===== config.mk =====
export PLATFORM = sky130hd
export DESIGN_NAME = btb_fb_scheduler
export DESIGN_NICKNAME = d
export VERILOG_FILES = /design/src/rtl/btb_pkg.sv /design/src/rtl/fb_queue.sv /design/src/rtl/btb_fb_scheduler.sv
export SDC_FILE = /design/constraint.sdc
export NUM_CORES = 1
export LEC_CHECK = 0
export CAP_MARGIN = 20
export CELL_PAD_IN_SITES_DETAIL_PLACEMENT = 1
export CELL_PAD_IN_SITES_GLOBAL_PLACEMENT = 2
export CORE_AREA = 4 4 175 177
export CTS_BUF_LIST = sky130_fd_sc_hd__clkbuf_4 sky130_fd_sc_hd__clkbuf_8
export CTS_CLUSTER_DIAMETER = 200
export DETAILED_ROUTE_END_ITERATION = 16
export DIE_AREA = 0 0 179 181
export DONT_BUFFER_PORTS = 1
export GPL_ROUTABILITY_DRIVEN = 0
export PLACE_DENSITY_LB_ADDON = 0.25
export RECOVER_POWER = 100
export SLEW_MARGIN = 0
export SYNTH_ARGS = -nofsm -noshare
export SYNTH_HDL_FRONTEND = slang
export SYNTH_SLANG_ARGS = --single-unit

===== constraint.sdc =====
create_clock -name clk -period 8.4 [get_ports clk]
set_clock_uncertainty 0.2 [all_clocks]
set_input_delay 1.68 -clock clk [delete_from_list [all_inputs] [get_ports clk]]
set_output_delay 1.68 -clock clk [all_outputs]
set_load 0.005 [all_outputs]

===== src/rtl/btb_pkg.sv =====
// Shared BTB definitions: the feedback entry format and the PC field layout used for BTB indexing.
// PCs use big-endian bit numbering: bit 0 is the most significant bit.
package btb_pkg;

    localparam int PC_W = 32;

    // The low two bits of a PC are always zero, so they are never used for index or tag.
    localparam int BTB_IDX_LO = 22;
    localparam int BTB_IDX_HI = 29;
    localparam int BTB_TAG_LO = 0;
    localparam int BTB_TAG_HI = 21;
    localparam int BTB_IDX_W  = BTB_IDX_HI - BTB_IDX_LO + 1;
    localparam int BTB_TAG_W  = BTB_TAG_HI - BTB_TAG_LO + 1;

    typedef struct packed {
        logic [0:PC_W-1] pc;
        logic [0:PC_W-1] target;
        logic            taken;
    } fb_entry_t;

    function automatic logic [BTB_IDX_W-1:0] btb_index(input logic [0:PC_W-1] pc);
        return pc[BTB_IDX_LO:BTB_IDX_HI];
    endfunction

    function automatic logic [BTB_TAG_W-1:0] btb_tag(input logic [0:PC_W-1] pc);
        return pc[BTB_TAG_LO:BTB_TAG_HI];
    endfunction

endpackage


===== src/rtl/fb_queue.sv =====
// Two-write / one-read circular FIFO holding pending BTB updates in program order.
// A lone write on port 1 lands in the first free slot, so the queue never develops holes.
module fb_queue
    import btb_pkg::*;
#(
    parameter int DEPTH = 4
) (
    input  logic                     clk,
    input  logic                     reset,
    input  logic                     wr0_en,
    input  fb_entry_t                wr0_data,
    input  logic                     wr1_en,
    input  fb_entry_t                wr1_data,
    input  logic                     rd_en,
    output fb_entry_t                head_data,
    output logic [$clog2(DEPTH):0]   count
);

    localparam int PTRW = $clog2(DEPTH);
    localparam int CW   = PTRW + 1;

    fb_entry_t       mem [DEPTH];
    logic [PTRW-1:0] head;
    logic [PTRW-1:0] tail;
    logic [PTRW-1:0] tail_plus1;
    logic [1:0]      n_push;
    logic            rd_ok;
    fb_entry_t       slot0_data;

    always_comb begin
        slot0_data = wr0_en ? wr0_data : wr1_data;
        tail_plus1 = tail + PTRW'(1);
        n_push     = {1'b0, wr0_en} + {1'b0, wr1_en};
        rd_ok      = rd_en && (count != '0);
    end

    always_ff @(posedge clk) begin
        if (wr0_en || wr1_en) begin
            mem[tail] <= slot0_data;
        end
        if (wr0_en && wr1_en) begin
            mem[tail_plus1] <= wr1_data;
        end
    end

    // Pointers roll over naturally because DEPTH is a power of two.
    always_ff @(posedge clk) begin
        if (reset) begin
            head  <= '0;
            tail  <= '0;
            count <= '0;
        end else begin
            head  <= head + PTRW'(rd_ok);
            tail  <= tail + PTRW'(n_push);
            count <= count + CW'(n_push) - CW'(rd_ok);
        end
    end

    assign head_data = mem[head];

endmodule


===== src/rtl/btb_fb_scheduler.sv =====
// Collects resolved-branch reports from two requesters and drains them one per cycle
// onto the BTB update port, counting mispredictions along the way.
module btb_fb_scheduler
    import btb_pkg::*;
#(
    parameter int DEPTH = 4,
    parameter int CNTW  = 16
) (
    input  logic                   clk,
    input  logic                   reset,
    input  logic                   req0_valid,
    output logic                   req0_ready,
    input  logic [0:31]            req0_PC,
    input  logic [0:31]            req0_target,
    input  logic                   req0_taken,
    input  logic                   req0_pred_taken,
    input  logic                   req1_valid,
    output logic                   req1_ready,
    input  logic [0:31]            req1_PC,
    input  logic [0:31]            req1_target,
    input  logic                   req1_taken,
    input  logic                   req1_pred_taken,
    input  logic                   fb_hold,
    output logic                   fb_en,
    output logic [0:31]            fb_PC,
    output logic [0:31]            fb_predictedPC,
    output logic                   fb_taken,
    output logic [$clog2(DEPTH):0] count,
    output logic [CNTW-1:0]        mispredict_cnt
);

    localparam int CW = $clog2(DEPTH) + 1;

    logic [CW-1:0] free;
    logic          push0;
    logic          push1;
    logic [1:0]    n_mispredict;
    fb_entry_t     entry0;
    fb_entry_t     entry1;
    fb_entry_t     head;

    function automatic logic [CNTW-1:0] sat_add(input logic [CNTW-1:0] a, input logic [1:0] inc);
        logic [CNTW:0] sum;
        sum = {1'b0, a} + (CNTW+1)'(inc);
        return sum[CNTW] ? {CNTW{1'b1}} : sum[CNTW-1:0];
    endfunction

    // Free space comes only from registered occupancy; a pop in the same cycle is not credited.
    always_comb begin
        free       = CW'(DEPTH) - count;
        req0_ready = (free != '0);
        req1_ready = (free >= CW'(2)) || ((free == CW'(1)) && !req0_valid);
        push0      = req0_valid && req0_ready;
        push1      = req1_valid && req1_ready;
        n_mispredict = {1'b0, push0 && (req0_taken != req0_pred_taken)}
                     + {1'b0, push1 && (req1_taken != req1_pred_taken)};
    end

    always_comb begin
        entry0 = '{pc: req0_PC, target: req0_target, taken: req0_taken};
        entry1 = '{pc: req1_PC, target: req1_target, taken: req1_taken};
    end

    fb_queue #(
        .DEPTH(DEPTH)
    ) u_queue (
        .clk       (clk),
        .reset     (reset),
        .wr0_en    (push0),
        .wr0_data  (entry0),
        .wr1_en    (push1),
        .wr1_data  (entry1),
        .rd_en     (fb_en),
        .head_data (head),
        .count     (count)
    );

    assign fb_en          = (count != '0) && !fb_hold;
    assign fb_PC          = head.pc;
    assign fb_predictedPC = head.target;
    assign fb_taken       = head.taken;

    always_ff @(posedge clk) begin
        if (reset) begin
            mispredict_cnt <= '0;
        end else begin
            mispredict_cnt <= sat_add(mispredict_cnt, n_mispredict);
        end
    end

endmodule


# [After elaboration in Yosys (flattened, before gate mapping)]
# Memories as Yosys holds them, arrays and structs flattened. A register that Yosys moved wholly into a read port is not among the register bits.
# Cells that the tools add are included.
[classes] muxes=7 reduce_logical=14 eq_ne=3 n_lt_le_gt_ge=1 n_addsub=9
[op_table] operator="65-bit two-way mux" n=1
[op_table] operator="16-bit by 2-bit adder with 17-bit output" n=1
[op_table] operator="16-bit two-way mux" n=1
[op_table] operator="1-bit logical AND" n=8
[op_table] operator="3-bit nonzero test" n=2
[op_table] operator="1-bit by 1-bit adder with 2-bit output" n=2
[op_table] operator="1-bit two-way mux" n=4
[op_table] operator="3-bit by 2-bit adder with 3-bit output" n=1
[op_table] operator="3-bit by 1-bit == test with 1-bit output (second input constant)" n=1
[op_table] operator="3-bit by 2-bit >= comparator with 1-bit output (second input constant)" n=1
[op_table] operator="3-bit by 1-bit subtractor with 3-bit output" n=1
[op_table] operator="3-bit subtractor (first input constant)" n=1
[op_table] operator="2-bit by 1-bit adder with 2-bit output" n=1
[op_table] operator="2-bit by 1-bit adder with 2-bit output (second input constant)" n=1
[op_table] operator="2-bit adder" n=1
[op_table] operator="1-bit logical NOT" n=2
[op_table] operator="1-bit logical OR" n=2
[op_table] operator="2-bit two-way mux" n=1
[op_table] operator="1-bit inequality test" n=2
[word_totals] word_cells=39 in_bits=137 ramBits=260 n_memories=1 register_bits=23
[memory_table] name="u_queue.mem" words=4 word_bits=65 read_ports=1 rd_clocked_by_memory_dff=1 wr=2 line_no="fb_queue.sv:22" text="fb_entry_t mem [DEPTH];"

# [Longest topological paths before layout]
[depth] word_depth=9 depth_mapped=15 depth_no_buf=14

# [Cells and area by module]
# Synthesis repeated with hierarchy kept, for this count alone.
[hier_totals] cells_unflattened=785 hier_area_um2=14472.6
[modules_own_cells] module="fb_queue" area_each_um2=13500.4 cells_each=678 seq_area_each_um2=7947.6 instances=1
[modules_own_cells] module="btb_fb_scheduler" area_each_um2=972.2 cells_each=107 seq_area_each_um2=320.3 instances=1

# [Worst setup path after synthesis]
# OpenSTA, ideal clock, no wires.
[synth_timing] kind="input to register" from="input req0_valid" to="memory u_queue.mem[1][0] in the netlist's numbering, enable pin" stages=7 path_buffers=0 path_slack_ns=0.457 required_ns=7.615 setup_ns=0.585 t_arrival_ns=7.158 path_cell_list="nand2b_1 > nand3_1 > nand2_1 > inv_1 > ha_1 > nor2_1 > a211oi_1"
[synth_lines] element="from (decl)" line_no="btb_fb_scheduler.sv:11" text="input logic req0_valid,"
[synth_lines] element="to (decl)" line_no="fb_queue.sv:22"

==> impl_metrics.json <==
{
  "critPathMaxStageDelay_ns": 2.15,
  "relSlewSlack_pct": -81.5,
  "grt-ovfl-total": 0,
  "r2r_cells": 12,
  "rows": 63,
  "synth_top_area_share_pct": 55.7,
  "synth_top_family_by_area": "multiplexers",
  "violations": "max-capacitance violations, max-slew violations",
  "finalSetupViolCount": 0,
  "initial_utilization_pct": 47.9,
  "dpl_cell_area_um2": 14300,
  "synth_compound_area_share_pct": 0.982,
  "maxSlewViolCount": 101,
  "regToRegSetupSlack_ns": 2.94,
  "p_leak_nw": 4.84,
  "io_pins": 224,
  "synth_edf_count": 260,
  "avgSynthCellArea_um2": 18.0,
  "r2r-start": "u_queue.count[1]$_SDFF_PP0_",
  "diodes": 0,
  "path_clk_slew_ns": 0.06,
  "die_w_um": 179,
  "gr-usage-all-layers_pct": 20.4,
  "cts_max_level": 2,
  "final_area_um2": 15100,
  "synth_area_leaders": "edfxtp_1 (56%), mux2_2 (17%), mux4_2 (10%)",
  "synthSimpleGateAreaFrac_pct": 2.04,
  "p_per_area_nw_per_um2": 332,
  "postCtsSetupBuffers": 0,
  "grt_max_degree": 67,
  "hold_viol": 0,
  "synthAdderAreaFrac_pct": 1.45,
  "grt_pass1_wl_um": 50500,
  "critPathBufInv": 1,
  "crit_path_cell_trace": "buf_4, mux4_2",
  "rsz0062_at_grt": "no",
  "syn_to_final_growth_pct": 7.45,
  "clockBufferDepth": 3,
  "die_area_um2": 32400,
  "routed_via_density": 5.97,
  "drt-initial-drc-count": 335,
  "drt-wirelength-per-cell_um": 27.2,
  "yosysUniqueCellTypes": 42,
  "critPathMaxFanout": 37,
  "place.detailed.hpwl_um": 19400,
  "min_period_ns": 6.13,
  "start_kind": "register",
  "synthXorXnorAreaFrac_pct": 1.06,
  "hold_class": "register to register",
  "drive_gt1_share_pct": 44.3,
  "worst_skew_pair.late_latency_ns": 0.55,
  "tightest_slew_ns": 2.72,
  "crit_slowest_cell": "dfxtp_1",
  "synthFlopType": "edfxtp_1",
  "status": "finished, violations left",
  "ys_async_sr_fraction_pct": 0,
  "clock_sinks": 283,
  "port_buffers": 0,
  "drt.antenna.violating_nets": 0,
  "yosysSeqAreaShare_pct": 59.0,
  "dieHeight_um": 181,
  "cts.repair.resized": 0,
  "ys_warn_count": 0,
  "hold_slack_ns": 0.385,
  "max_freq_mhz": 163,
  "cap_violations": 3,
  "cts_hold_buf": 0,
  "drcViolationCount": 0,
  "peakVddDrop_v": 0.000291,
  "core_um2": 29200,
  "cts_buffers": 49,
  "layout_commonest_cell": "edfxtp_1",
  "worstSetupStartpoint": "u_queue.head[0]$_SDFF_PP0_",
  "synth_area_leader_cell": "edfxtp_1",
  "cts_tree": "done",
  "synthMuxAreaShare_pct": 32.8,
  "fin_ws_ns": 2.27,
  "critPathCapture": "fb_PC[17]",
  "cp.depth": 2,
  "antenna_found_initial": 0,
  "dp.cells": 1130,
  "crit_required_ns": 6.52,
  "final_cell_mix": "edfxtp_1 (260), mux2_2 (207), mux4_2 (65), mux2_1 (53), clkbuf_8 (51)",
  "setup_tns_ns": 0,
  "endpoint_kind": "output pin",
  "synthesis.area_um2": 14000,
  "period_share_pct": 73.0,
  "synth_nets": 930,
  "dp_slack_ns": 3.53,
  "grt_pass1_vias": 8466,
  "reg2reg_to": "u_queue.mem[1][1]$_DFFE_PP_",
  "netlist_instances": 778,
  "cp_top_family": "flip-flops",
  "finalNetCount": 944,
  "yosys_register_bits": 283,
  "wirelength_um": 33100,
  "cts_root_buffer": "clkbuf_8",
  "worst_ep_arrival_time_ns": 4.25,
  "dr.pass1.iters": 5,
  "final_cells": 1219,
  "critical_path_class": "register to output pin",
  "vias": 7276
}
flip-flops by register name (all words and copies together), names as in the netlist:
| register | count |
|---|---|
| mispredict_cnt | 16 |
| u_queue.count | 3 |
| u_queue.head | 2 |
| u_queue.mem | 260 |
| u_queue.tail | 2 |
through the flow:
stage	utilization, %	power (mW)
after global placement	49.1	3.87
after global routing	51.5	5.28
final	51.5	5.00
after floorplan	-	3.53
after CTS	52.2	5.15
after detailed placement	49.1	3.95
how the worst min path moves through the flow:
stage | from | slack (ns) | cells past startpoint | endpoint
after CTS | mispredict_cnt[12]$_SDFF_PP0_ | 0.40 | 2 | mispredict_cnt[12]$_SDFF_PP0_
after global routing | mispredict_cnt[12]$_SDFF_PP0_ | 0.43 | 2 | mispredict_cnt[12]$_SDFF_PP0_
after floorplan | mispredict_cnt[12]$_SDFF_PP0_ | 0.33 | 2 | mispredict_cnt[12]$_SDFF_PP0_
after detailed placement | mispredict_cnt[12]$_SDFF_PP0_ | 0.39 | 2 | mispredict_cnt[12]$_SDFF_PP0_
after global placement | mispredict_cnt[12]$_SDFF_PP0_ | 0.36 | 2 | mispredict_cnt[12]$_SDFF_PP0_
final | mispredict_cnt[12]$_SDFF_PP0_ | 0.39 | 2 | mispredict_cnt[12]$_SDFF_PP0_
layer usage:
layer	GRT usage (%)	part of all wire, %	vias to the layer above
li1	-	-	3139
met1	22.3	35	3860
met2	37.3	54	227
met3	7.57	8.8	50
met4	4.70	1.6	0
met5	0	0	-
cells by family (layout without fill, tap and decap cells):
family / count (synthesis) / count (layout)
XOR/XNOR: 17 / 17
AND/OR/NAND/NOR: 49 / 49
buffers and inverters: 65 / 116
flip-flops: 283 / 283
adder cells (fa/ha/maj): 15 / 15
AO/OA/AOI/OAI: 23 / 23
multiplexers: 326 / 326
area by class of cell:
type                            count  area [µm²]
Fill cell                        2698       14200
Sequential cell                   283        8270
Clock inverter                     17        75.1
Multi-Input combinational cell    430        5210
Timing Repair Buffer               11        95.1
Clock buffer                       71         852
Inverter                           17        63.8
Tap cell                          390         488
cell usage after synthesis (all sizes together), types with 3 or more instances:
library cell  number
edfxtp           260
mux2             260
mux4              65
buf               39
dfxtp             23
inv               17
xnor2             15
a21oi             14
ha                13
nor2              11
clkbuf             9
nand2              9
nand3              6
nor3               6
nor2b              5
nand4              3
nor4               3
o21ai              3
worst reg2reg max path, delay by kind of cell (launching register included):
| kind | cells | cell delay (ns) |
|---|---|---|
| buffers and inverters | 5 | 3.05 |
| adders and majority gates | 3 | 0.72 |
| DFF | 1 | 0.41 |
| muxes | 1 | 0.41 |
| and+or+nand+nor | 2 | 0.25 |
| AOI/OAI and AO/OA | 1 | 0.17 |
power by group:
part           leakage [nW]  switching [mW]  internal [mW]  total (mW)
Combinational          1.73           0.835          0.672        1.51
Sequential             2.61           0.182           2.12        2.30
Clock                 0.490           0.542          0.648        1.19
(Power assumes the default switching activity.)
